[config.mk]
export PLATFORM = sky130hd
export DESIGN_NAME = pipo_load_arbiter
export DESIGN_NICKNAME = d
export VERILOG_FILES = /design/src/rtl/pipo_load_arbiter.sv
export SDC_FILE = /design/constraint.sdc
export NUM_CORES = 1
export LEC_CHECK = 0
export ABC_AREA = 1
export BUFFER_PORTS_ARGS = -buffer_cell sky130_fd_sc_hd__buf_2
export CAP_MARGIN = 20
export CORE_MARGIN = 2
export CORE_UTILIZATION = 32
export CTS_BUF_LIST = sky130_fd_sc_hd__clkbuf_8 sky130_fd_sc_hd__clkbuf_16
export CTS_CLUSTER_DIAMETER = 80
export DETAILED_ROUTE_END_ITERATION = 16
export HOLD_SLACK_MARGIN = 0.15
export MAX_ROUTING_LAYER = met4
export PLACE_DENSITY = 0.81
export SETUP_SLACK_MARGIN = 0.02
export SYNTH_ARGS = -nofsm -noshare
export SYNTH_HDL_FRONTEND = slang
export SYNTH_SLANG_ARGS = --single-unit
[constraint.sdc]
create_clock -name clk -period 0.8 [get_ports clk]
set_input_delay 0.08 -clock clk [delete_from_list [all_inputs] [get_ports clk]]
set_output_delay 0.08 -clock clk [all_outputs]
set_load 0.03 [all_outputs]
[src/rtl/pipo_load_arbiter.sv]
// Load arbiter sharing one two-stage pipo register among NREQ requesters.
// Define PIPO_ARB_RR_EN for round-robin; otherwise fixed lowest-index priority.
module pipo_load_arbiter #(
   parameter int LEN  = 8,
   parameter int NREQ = 4,
   parameter int IDW  = 2
) (
   input  logic                clk,
   input  logic                rst,
   input  logic                accept_i,
   input  logic [NREQ-1:0]     req_valid_i,
   input  logic [NREQ*LEN-1:0] req_data_i,
   output logic [NREQ-1:0]     req_ready_o,
   output logic                pipo_load_o,
   output logic [LEN-1:0]      pipo_data_o,
   output logic                out_valid_o,
   output logic [IDW-1:0]      out_id_o,
   output logic                busy_o
);

   logic [NREQ-1:0] rot;
   logic [IDW-1:0]  off;
   logic            found;
   logic [IDW-1:0]  win;
   logic            grant;
   logic            s1_vld_q;
   logic [IDW-1:0]  s1_id_q;

`ifdef PIPO_ARB_RR_EN
   localparam logic [IDW-1:0] LAST   = IDW'(NREQ - 1);
   localparam logic [IDW:0]   NREQ_W = (IDW+1)'(NREQ);

   logic [IDW-1:0]    ptr_q;
   logic [IDW-1:0]    ptr_d;
   logic [2*NREQ-1:0] dbl;
   logic [IDW:0]      sum;

   // Rotate so that bit 0 is the requester at ptr; the search then wraps.
   assign dbl   = {req_valid_i, req_valid_i};
   assign rot   = NREQ'(dbl >> ptr_q);
   assign sum   = {1'b0, ptr_q} + {1'b0, off};
   assign win   = (sum >= NREQ_W) ? IDW'(sum - NREQ_W) : sum[IDW-1:0];
   assign ptr_d = (win == LAST) ? '0 : win + IDW'(1);

   always_ff @(posedge clk or posedge rst) begin
      if (rst) begin
         ptr_q <= '0;
      end else if (grant) begin
         ptr_q <= ptr_d;
      end
   end
`else
   assign rot = req_valid_i;
   assign win = off;
`endif

   always_comb begin
      found = 1'b0;
      off   = '0;
      for (int k = NREQ - 1; k >= 0; k--) begin
         if (rot[k]) begin
            found = 1'b1;
            off   = IDW'(k);
         end
      end
   end

   assign grant       = found & accept_i & ~rst;
   assign pipo_load_o = grant;

   always_comb begin
      req_ready_o = '0;
      pipo_data_o = '0;
      for (int k = 0; k < NREQ; k++) begin
         if (grant && win == IDW'(k)) begin
            req_ready_o[k] = 1'b1;
            pipo_data_o    = req_data_i[k*LEN +: LEN];
         end
      end
   end

   // Mirrors the pipo's two register stages so out_valid lines up with par_out.
   always_ff @(posedge clk or posedge rst) begin
      if (rst) begin
         s1_vld_q    <= 1'b0;
         s1_id_q     <= '0;
         out_valid_o <= 1'b0;
         out_id_o    <= '0;
      end else begin
         s1_vld_q    <= grant;
         s1_id_q     <= win;
         out_valid_o <= s1_vld_q;
         out_id_o    <= s1_id_q;
      end
   end

   assign busy_o = s1_vld_q | out_valid_o;

endmodule

# Word level (Yosys, flattened, before mapping)
# Index checks and enable logic that the tools add are counted.
[totals]
regBits = 6
input_bits = 39
out_inout_bits = 17
[op_classes]
n_eq_ne = 3
n_reduce_logical = 5
bitwise_logic = 4
n_mux = 16
[ops]
columns = ["op", "n"]
rows = [
  ["8-bit 2-to-1 mux", 4],
  ["1-bit 2-to-1 mux", 8],
  ["2-bit 2-to-1 mux", 4],
  ["2-bit == test (second input constant)", 2],
  ["1-bit logical AND", 4],
  ["1-bit AND", 2],
  ["2-bit by 1-bit == test with 1-bit output (second input constant)", 1],
  ["2-bit logical NOT", 1],
  ["1-bit NOT", 1],
  ["1-bit bitwise OR", 1],
]

# Depth between registers and ports, before layout
# Gate-level depths: netlist of run 1.
[logic_depth]
ltp_word = 11
ltp_mapped = 6
depth_no_buf = 6

# Worst setup path after synthesis of run 1
# Ideal clock, no wire load.
[synth_timing]
path_kind = "input to output"
from = "in rst"
to = "out req_ready_o[1]"
n_path_buf = 0
path_stages = 3
path_slack_ps = -261
arrival_ps = 981
cell_sequence = "inv_2 > nand2_4 > nor3_1"
[synth_between]
elab_chain_len = 4
[synth_lines]
columns = ["item", "line_no", "rtl"]
rows = [
  ["from (decl)", "9", "input logic rst,"],
  ["1-bit NOT", "68", "assign grant = found & accept_i & ~rst;"],
  ["1-bit AND", "68", ""],
  ["1-bit logical AND", "75", "if (grant && win == IDW'(k)) begin"],
  ["1-bit 2-to-1 mux", "75", ""],
  ["to (decl)", "13", "output logic [NREQ-1:0] req_ready_o,"],
]
# No other way between the ends.

# Worst setup path after layout of run 1
[layout_timing]
from = "reg out_valid_o"
to = "out busy_o"
[layout_between]
elab_chain_len = 1
[layout_lines]
columns = ["item", "line_no", "rtl"]
rows = [
  ["from (decl)", "16", "output logic out_valid_o,"],
  ["from (signal assigned)", "92", "out_valid_o <= s1_vld_q;"],
  ["1-bit bitwise OR", "97", "assign busy_o = s1_vld_q | out_valid_o;"],
  ["to (decl)", "18", "output logic busy_o"],
]
# No other way between the ends.

==> impl_metrics.env, run 1 <==
export IMPL_wl_mm=2.87
export IMPL_final_setup_viol_count=14
export IMPL_vias=1012
export IMPL_end_kind="output port"
export IMPL_fin_worst_skew_ns=0.00632
export IMPL_ys_top_cells_by_count="nand2_1 (25), nand3_1 (25), nand4_1 (8)"
export IMPL_nFillCells=110
export IMPL_io_pin_count=56
export IMPL_drive_above_1_share_pct=69.5
export IMPL_vias_per_cell=5.35
export IMPL_ir_worst_vdd_v=0.000624
export IMPL_synth_edf_count=0
export IMPL_clk_pin_slew_ns=0.04
export IMPL_violations="setup timing"
export IMPL_synth_seq_cells=6
export IMPL_antenna_found_initial=0
export IMPL_final_area_um2=1410
export IMPL_yosysSeqAreaShare_pct=25.7
export IMPL_placed_cell_area_um2=1060
export IMPL_fin_crit_sh_pct=131
export IMPL_cts_max_level=1
export IMPL_drt_iter0_drc=25
export IMPL_drtPass1Iterations=4
export IMPL_start_util_pct=33.8
export IMPL_async_flop_share_pct=100
export IMPL_core_area_um2=1730
export IMPL_yosys_warnings=0
export IMPL_yosysTopAreaCell="dfrtp_1"
export IMPL_worstPathArrival_ns=0.97
export IMPL_final_seq_area_um2=151
export IMPL_grt_pass1_wl_mm=4.08
export IMPL_drc=0
export IMPL_netlist_area_um2=584
export IMPL_cts_sinks=6
export IMPL_dieArea_um2=2180
export IMPL_layout_setup_ws_ns=-0.251
export IMPL_grt_max_degree=17
export IMPL_maxSlewViolCount=0
export IMPL_rows=15
export IMPL_status="finished with violations"
export IMPL_multi_input_area_um2=583
export IMPL_gp_congestion=0.805
export IMPL_track_usage_pct=27.1
export IMPL_synth_top_area_share_pct=25.7
export IMPL_fmax_mhz=951
export IMPL_synthFlopType="dfrtp_1"
export IMPL_holdWs_ns=0.171
export IMPL_synth_cells=90
export IMPL_crit_required_ns=0.72
export IMPL_fin_crit_ns=1.05
export IMPL_relSlewSlack_pct=81.5
export IMPL_start_kind="flip-flop"
export IMPL_p_leak_nw=0.755
export IMPL_root_buffer="clkbuf_8"
export IMPL_cts_tree="yes"
export IMPL_grt_pass1_vias=967
export IMPL_syn_nets=129
export IMPL_power_density_nw_per_um2=1020
export IMPL_cts_buffers=3
export IMPL_path_max_fanout=2
export IMPL_die_width_um=46.7
export IMPL_overflow=0
export IMPL_die_h_um=46.7
export IMPL_synthToLayoutAreaGrowth_pct=142
export IMPL_clk_latency_ns=0.22
export IMPL_dpl_hpwl_mm=1.62
export IMPL_wl_per_cell_um=15.2
export IMPL_hold_viol_final=0
export IMPL_ant_nets=0
export IMPL_finalPower_w=0.00145
export IMPL_nets=204
export IMPL_clockBufferDepth=2
export IMPL_drv_cap=0
export IMPL_worst_pin_slew_ns=0.277
export IMPL_crit_type="reg -> out"
export IMPL_avgSynthCellArea_um2=6.49
export IMPL_rsz0062_at_grt="true"
export IMPL_synth_area_leaders="dfrtp_1 (26%), nand3_1 (21%), nand2_1 (16%)"
export IMPL_yosysUniqueCellTypes=19
export IMPL_num_antenna_cells=0
export IMPL_io_buffer_count=55
export IMPL_hold_path_class="in -> reg"
## area by class of cell
class | count | share of cell area [%]
timing repair buffer | 71 | 38.6
tap | 25 | 2.22
clock inverter | 1 | 0.266
sequential | 6 | 10.7
multi-input combinational | 74 | 41.3
clock buffer | 3 | 2.93
inverter | 9 | 3.99
## worst max-delay path, stage by stage, from the launching register on
cell and delay, ns:
dfrtp_2 0.39, or2_4 0.22, buf_6 0.13
## per-layer routing
| layer | up-vias | global-route usage (%) | wire (um) |
|---|---|---|---|
| met4 | 0 | 15.6 | 102 |
| met5 | - | - | 0 |
| li1 | 458 | - | - |
| met2 | 73 | 45.0 | 1520 |
| met3 | 10 | 3.46 | 229 |
| met1 | 471 | 31.2 | 1020 |
## repair_timing
| action | in CTS | in global routing |
|---|---|---|
| setup buffers | 5 | 0 |
| hold buffers | 1 | 0 |
| setup endpoints to repair | 17 | 16 |
| pin swaps | 12 | 7 |
| gates resized for setup | 60 | 9 |
| hold endpoints to repair | 7 | 0 |
| gates cloned | 2 | 0 |
## layout by cell type, fill, tap and decap left out, types with 2 or more instances in the layout
| cell type | synthesis | layout |
|---|---|---|
| buf_2 | 1 | 34 |
| buf_4 | 1 | 13 |
| buf_6 | 1 | 21 |
| buf_8 | 0 | 2 |
| clkbuf_8 | 0 | 3 |
| dfrtp_1 | 6 | 5 |
| inv_1 | 3 | 3 |
| inv_4 | 1 | 4 |
| nand2_1 | 25 | 23 |
| nand2_2 | 2 | 2 |
| nand2_4 | 1 | 2 |
| nand3_1 | 25 | 9 |
| nand3_2 | 0 | 12 |
| nand3_4 | 0 | 4 |
| nand4_1 | 8 | 8 |
| nor2_4 | 2 | 8 |
## kinds of logic (layout without fill, tap and decap cells)
group                  Yosys count  count (layout)  share of synthesized area [%]
AO/OA/AOI/OAI                    2               2                           1.71
AND/OR/NAND/NOR                 70              72                           62.3
flip-flops                       6               6                           25.7
buffers and inverters           12              84                           10.3
## per-stage QoR
stage | TNS [ns] | util (%) | setup slack (ns) | instances
after global routing | -2.59 | 81.7 | -0.277 | 189
final | -2.01 | 81.7 | -0.251 | 189
after CTS | -1.93 | 79.9 | -0.263 | 190
after floorplan | -0.564 | - | -0.0622 | 90
after detailed placement | -2.88 | 61.4 | -0.271 | 178
after global placement | -2.62 | 61.4 | -0.249 | 178
## report_power, final
part / switching, W / internal (W) / leakage (nW)
Combinational: 0.000361 / 0.000293 / 0.652
Clock: 0.000133 / 0.000330 / 0.0269
Sequential: 0.00000638 / 0.000323 / 0.0761
## worst paths after layout
path / slack (ns) / cells past startpoint / end / from
max: -0.25 / 2 / busy_o / out_valid_o
min: 0.17 / 3 / s1_id_q[0] / req_valid_i[0]
max reg2reg: 0.20 / 1 / out_valid_o / s1_vld_q
min reg2reg: 0.34 / 0 / out_id_o[1] / s1_id_q[1]
max in group asynchronous: 0.13 / 4 / out_valid_o / rst
min in group asynchronous: 0.43 / 4 / out_id_o[0] / rst
## registers in the layout (all words and copies together) (netlist names)
register	cells
out_valid_o	1
out_id_o	2
s1_vld_q	1
s1_id_q	2
(Power assumes the default switching activity.)
==> inputs of run 2 (changes only) <==
- CORE_ASPECT_RATIO: default -> 1.1
==> impl_metrics.env, run 2 (same netlist as run 1, synthesis figures left out) <==
export IMPL_dieArea_um2=2180
export IMPL_switching_share_pct=33.9
export IMPL_layout_setup_ws_ns=-0.255
export IMPL_hold_path_class="in -> reg"
export IMPL_num_antenna_cells=0
export IMPL_cts_max_level=1
export IMPL_core_area_um2=1740
export IMPL_post_place_ws_ns=-0.271
export IMPL_path_cells="or2_4 > buf_6"
export IMPL_start_kind="flip-flop"
export IMPL_cpPeakStageDelay_ns=0.39
export IMPL_power_frac_clock_pct=31.6
export IMPL_io_buffer_count=55
export IMPL_drt_iter0_drc=25
export IMPL_gp_congestion=0.823
export IMPL_p_leak_nw=0.753
export IMPL_crit_required_ns=0.72
export IMPL_ir_worst_vdd_v=0.000593
export IMPL_wl_per_cell_um=15.9
export IMPL_root_buffer="clkbuf_8"
export IMPL_final_cells=182
export IMPL_internal_power_w=0.000948
export IMPL_path_max_fanout=2
export IMPL_end_kind="output port"
export IMPL_p_sw_w=0.000487
export IMPL_cts_tree="yes"
export IMPL_clk_pin_slew_ns=0.04
export IMPL_ff2ff_setup_slack_ns=0.20
export IMPL_nFillCells=106
export IMPL_fmax_mhz=948
export IMPL_rows=16
export IMPL_die_h_um=48.8
export IMPL_grt_pass1_vias=1022
export IMPL_clk_latency_ns=0.22
export IMPL_start_util_pct=33.5
export IMPL_layout_common_cells="buf_2 (33), nand2_1 (24), buf_6 (22), nand3_2 (13), buf_4 (13)"
export IMPL_hold_viol_final=0
export IMPL_overflow=0
export IMPL_cpLargestDelayFamily="flip-flops"
export IMPL_clockBufferDepth=2
export IMPL_cts_sinks=6
export IMPL_worstPathArrival_ns=0.97
export IMPL_fin_crit_ns=1.05
export IMPL_fin_worst_skew_ns=0.00394
export IMPL_rsz0062_at_grt="true"
export IMPL_multi_input_area_um2=573
export IMPL_dpl_hpwl_mm=1.59
export IMPL_placedCellCount=171
export IMPL_antenna_found_initial=0
export IMPL_die_width_um=44.7
export IMPL_io_pin_count=56
export IMPL_grt_pass1_wl_mm=4.41
export IMPL_cts_buffers=3
export IMPL_drc=0
export IMPL_combPwrFrac_pct=45.4
export IMPL_track_usage_pct=28.1
export IMPL_critPathBufInv=1
export IMPL_worst_pin_slew_ns=0.271
export IMPL_synthToLayoutAreaGrowth_pct=139
export IMPL_grt_max_degree=17
export IMPL_nets=204
export IMPL_status="finished with violations"
export IMPL_crit_type="reg -> out"
export IMPL_violations="setup timing"
export IMPL_drive_above_1_share_pct=69.5
export IMPL_vias_per_cell=5.54
export IMPL_power_density_nw_per_um2=1030
export IMPL_drv_cap=0
export IMPL_reg_largest_list="out_id_o (2), s1_id_q (2)"
export IMPL_maxSlewViolCount=0
export IMPL_wl_mm=2.89
export IMPL_ant_nets=0
export IMPL_relSlewSlack_pct=81.9
export IMPL_vias=1009
export IMPL_final_setup_viol_count=14
export IMPL_drtPass1Iterations=4
export IMPL_final_seq_area_um2=151
export IMPL_power_frac_seq_pct=23.0
export IMPL_cp_slowest_cell="dfrtp_2"
export IMPL_fin_crit_sh_pct=132
export IMPL_final_common_cell="buf_2"
[run 2: cell counts in the layout (fill, tap and decap cells not counted)]
No cell type changed its count.
[run 2: path summary, 6_finish.rpt]
check                                from          end  cells after the start
setup / recovery              out_valid_o       busy_o                      2
hold / removal             req_valid_i[3]   s1_id_q[1]                      3
setup reg to reg                 s1_vld_q  out_valid_o                      1
hold reg to reg                s1_id_q[0]  out_id_o[0]                      0
max in group asynchronous             rst  out_valid_o                      4
min in group asynchronous             rst  out_id_o[0]                      4
[run 2: per-layer routing]
layer	global-route usage [%]	up-vias	wire length, um
li1	-	458	-
met1	27.5	459	912
met2	47.3	74	1540
met3	5.93	18	262
met4	19.2	0	167
met5	-	-	0
[run 2: timing repair]
item                                    in CTS  in global routing
gates resized for setup                     61                 10
hold buffers                                 1                  0
buffers inserted                             2                  2
pin swaps                                   10                 11
endpoints found under the hold margin        7                  0
gates cloned                                 2                  0
endpoints found under the setup margin      17                 16
[run 2: final cells by class]
class	instances	share of cell area [%]
multi-input cells	74	41.0
clock inverters	1	0.268
repair buffers	71	39.4
inverters	9	4.03
flip-flops and latches	6	10.8
clock buffers	3	2.95
well taps	18	1.61
[run 2: stage by stage]
| stage | hold slack (ns) | utilization [%] | instance area, um^2 | setup TNS [ns] | total power (W) |
|---|---|---|---|---|---|
| after floorplan | -0.155 | - | 704 | -0.564 | 0.000610 |
| after global placement | 0.0933 | 60.4 | 1050 | -2.64 | 0.000797 |
| after detailed placement | 0.101 | 60.4 | 1050 | -2.80 | 0.000806 |
| after CTS | 0.149 | 77.8 | 1360 | -1.72 | 0.00140 |
| after global routing | 0.175 | 80.3 | 1400 | -2.68 | 0.00151 |
| final | 0.170 | 80.3 | 1400 | -2.26 | 0.00143 |
[run 2: power groups by stage]
stage                     Clock [W]  Sequential (W)  Combinational, W
after floorplan                   0        0.000349          0.000261
final                      0.000453        0.000330          0.000652
after CTS                  0.000468        0.000329          0.000607
after detailed placement          0        0.000332          0.000475
after global routing       0.000484        0.000332          0.000691
after global placement            0        0.000331          0.000466
==> inputs of run 3 (changes only) <==
- BUFFER_PORTS_ARGS: -buffer_cell sky130_fd_sc_hd__buf_2 -> -buffer_cell sky130_fd_sc_hd__buf_4
==> impl_metrics.env, run 3 (same netlist as run 1, synthesis figures left out) <==
export IMPL_rsz0062_at_grt="true"
export IMPL_drive_above_1_share_pct=69.7
export IMPL_ant_nets=0
export IMPL_hold_path_class="in -> reg"
export IMPL_setup_tns_final_ns=-2.48
export IMPL_dieArea_um2=2180
export IMPL_status="finished with violations"
export IMPL_num_antenna_cells=0
export IMPL_io_pin_count=56
export IMPL_layout_setup_ws_ns=-0.264
export IMPL_placed_cell_area_um2=1200
export IMPL_p_leak_nw=0.792
export IMPL_crit_type="reg -> out"
export IMPL_drv_cap=0
export IMPL_end_kind="output port"
export IMPL_cts_tree="yes"
export IMPL_drtPass1Iterations=4
export IMPL_layout_common_cells="buf_4 (45), nand2_1 (23), buf_6 (21), nand3_2 (12), nand3_1 (9)"
export IMPL_start_util_pct=33.5
export IMPL_dpl_hpwl_mm=1.80
export IMPL_vias=1010
export IMPL_io_buffer_count=55
export IMPL_start_kind="flip-flop"
export IMPL_post_place_ws_ns=-0.232
export IMPL_fin_worst_skew_ns=0.0000995
export IMPL_wl_mm=3.15
export IMPL_vias_per_cell=5.52
export IMPL_drc=0
export IMPL_drt_iter0_drc=20
export IMPL_rows=16
export IMPL_clockBufferDepth=2
export IMPL_core_area_um2=1740
export IMPL_cts_buffers=3
export IMPL_relSlewSlack_pct=80.7
export IMPL_gp_congestion=0.750
export IMPL_final_area_um2=1510
export IMPL_clk_latency_ns=0.23
export IMPL_maxSlewViolCount=0
export IMPL_synthToLayoutAreaGrowth_pct=158
export IMPL_die_width_um=44.7
export IMPL_grt_pass1_vias=1050
export IMPL_die_h_um=48.8
export IMPL_placedCellCount=173
export IMPL_hold_viol_final=0
export IMPL_cts_max_level=1
export IMPL_cts_sinks=6
export IMPL_track_usage_pct=29.6
export IMPL_fin_crit_ns=1.06
export IMPL_nFillCells=98
export IMPL_final_setup_viol_count=16
export IMPL_path_max_fanout=2
export IMPL_fmax_mhz=939
export IMPL_worstPathArrival_ns=0.98
export IMPL_crit_required_ns=0.72
export IMPL_ir_worst_vdd_v=0.000591
export IMPL_overflow=0
export IMPL_wl_per_cell_um=17.2
export IMPL_fin_crit_sh_pct=133
export IMPL_clk_pin_slew_ns=0.04
export IMPL_root_buffer="clkbuf_8"
export IMPL_worst_pin_slew_ns=0.288
export IMPL_power_density_nw_per_um2=1010
export IMPL_nets=205
export IMPL_final_common_cell="buf_4"
export IMPL_final_cells=183
export IMPL_reg_largest_list="out_id_o (2), s1_id_q (2)"
export IMPL_violations="setup timing"
export IMPL_grt_max_degree=17
export IMPL_antenna_found_initial=0
export IMPL_grt_pass1_wl_mm=4.64
## run 3: changes by cell type in the layout (fill, tap and decap cells not counted), sizes merged
cell  change
buf       +1
## run 3: final cells by class
cell class	count	area [um^2]	share of cell area [%]
timing repair buffer	72	659	43.7
clock buffer	3	41.3	2.74
multi-input combinational	74	572	37.9
sequential	6	151	10.0
inverter	9	58.8	3.90
tap	18	22.5	1.49
clock inverter	1	3.75	0.249
## run 3: path summary, 6_finish.rpt
check,start,to,slack (ns),cells past startpoint
setup / recovery,s1_vld_q,busy_o,-0.26,2
hold / removal,req_valid_i[0],s1_id_q[1],0.16,4
setup reg to reg,s1_vld_q,out_valid_o,0.31,0
hold reg to reg,s1_id_q[1],out_id_o[1],0.35,0
max in group asynchronous,rst,out_valid_o,0.11,4
min in group asynchronous,rst,out_id_o[1],0.45,4
## run 3: what timing repair did
item                                    4_1_cts  5_1_grt
pin swaps                                    14       10
endpoints found under the setup margin       17       17
gates resized for setup                      47        8
hold endpoints to repair                      7        0
hold buffers                                  1        0
setup buffers                                 4        1
gates cloned                                  2        0
## run 3: worst max-delay path: stages (launching register included)
cell and delay, ns:
dfrtp_1 0.37, or2_4 0.25, buf_6 0.14
## run 3: layer usage
metal	global-route usage [%]	share of wire, %
met5	-	0
met4	12.6	3.6
met3	3.70	8.2
met2	53.9	54
met1	30.3	34
## run 3: report_power, final
group | switching (W) | internal [W]
clock network | 0.000148 | 0.000331
logic | 0.000367 | 0.000351
registers | 0.00000699 | 0.000323
total | 0.000523 | 0.00100
## run 3: through the flow
| step | hold WS (ns) | total power [W] | util, % |
|---|---|---|---|
| after floorplan | -0.155 | 0.000610 | - |
| after global placement | 0.0968 | 0.000883 | 69.2 |
| after detailed placement | 0.105 | 0.000895 | 69.2 |
| after CTS | 0.145 | 0.00148 | 84.4 |
| after global routing | 0.167 | 0.00159 | 86.6 |
| final | 0.159 | 0.00153 | 86.6 |
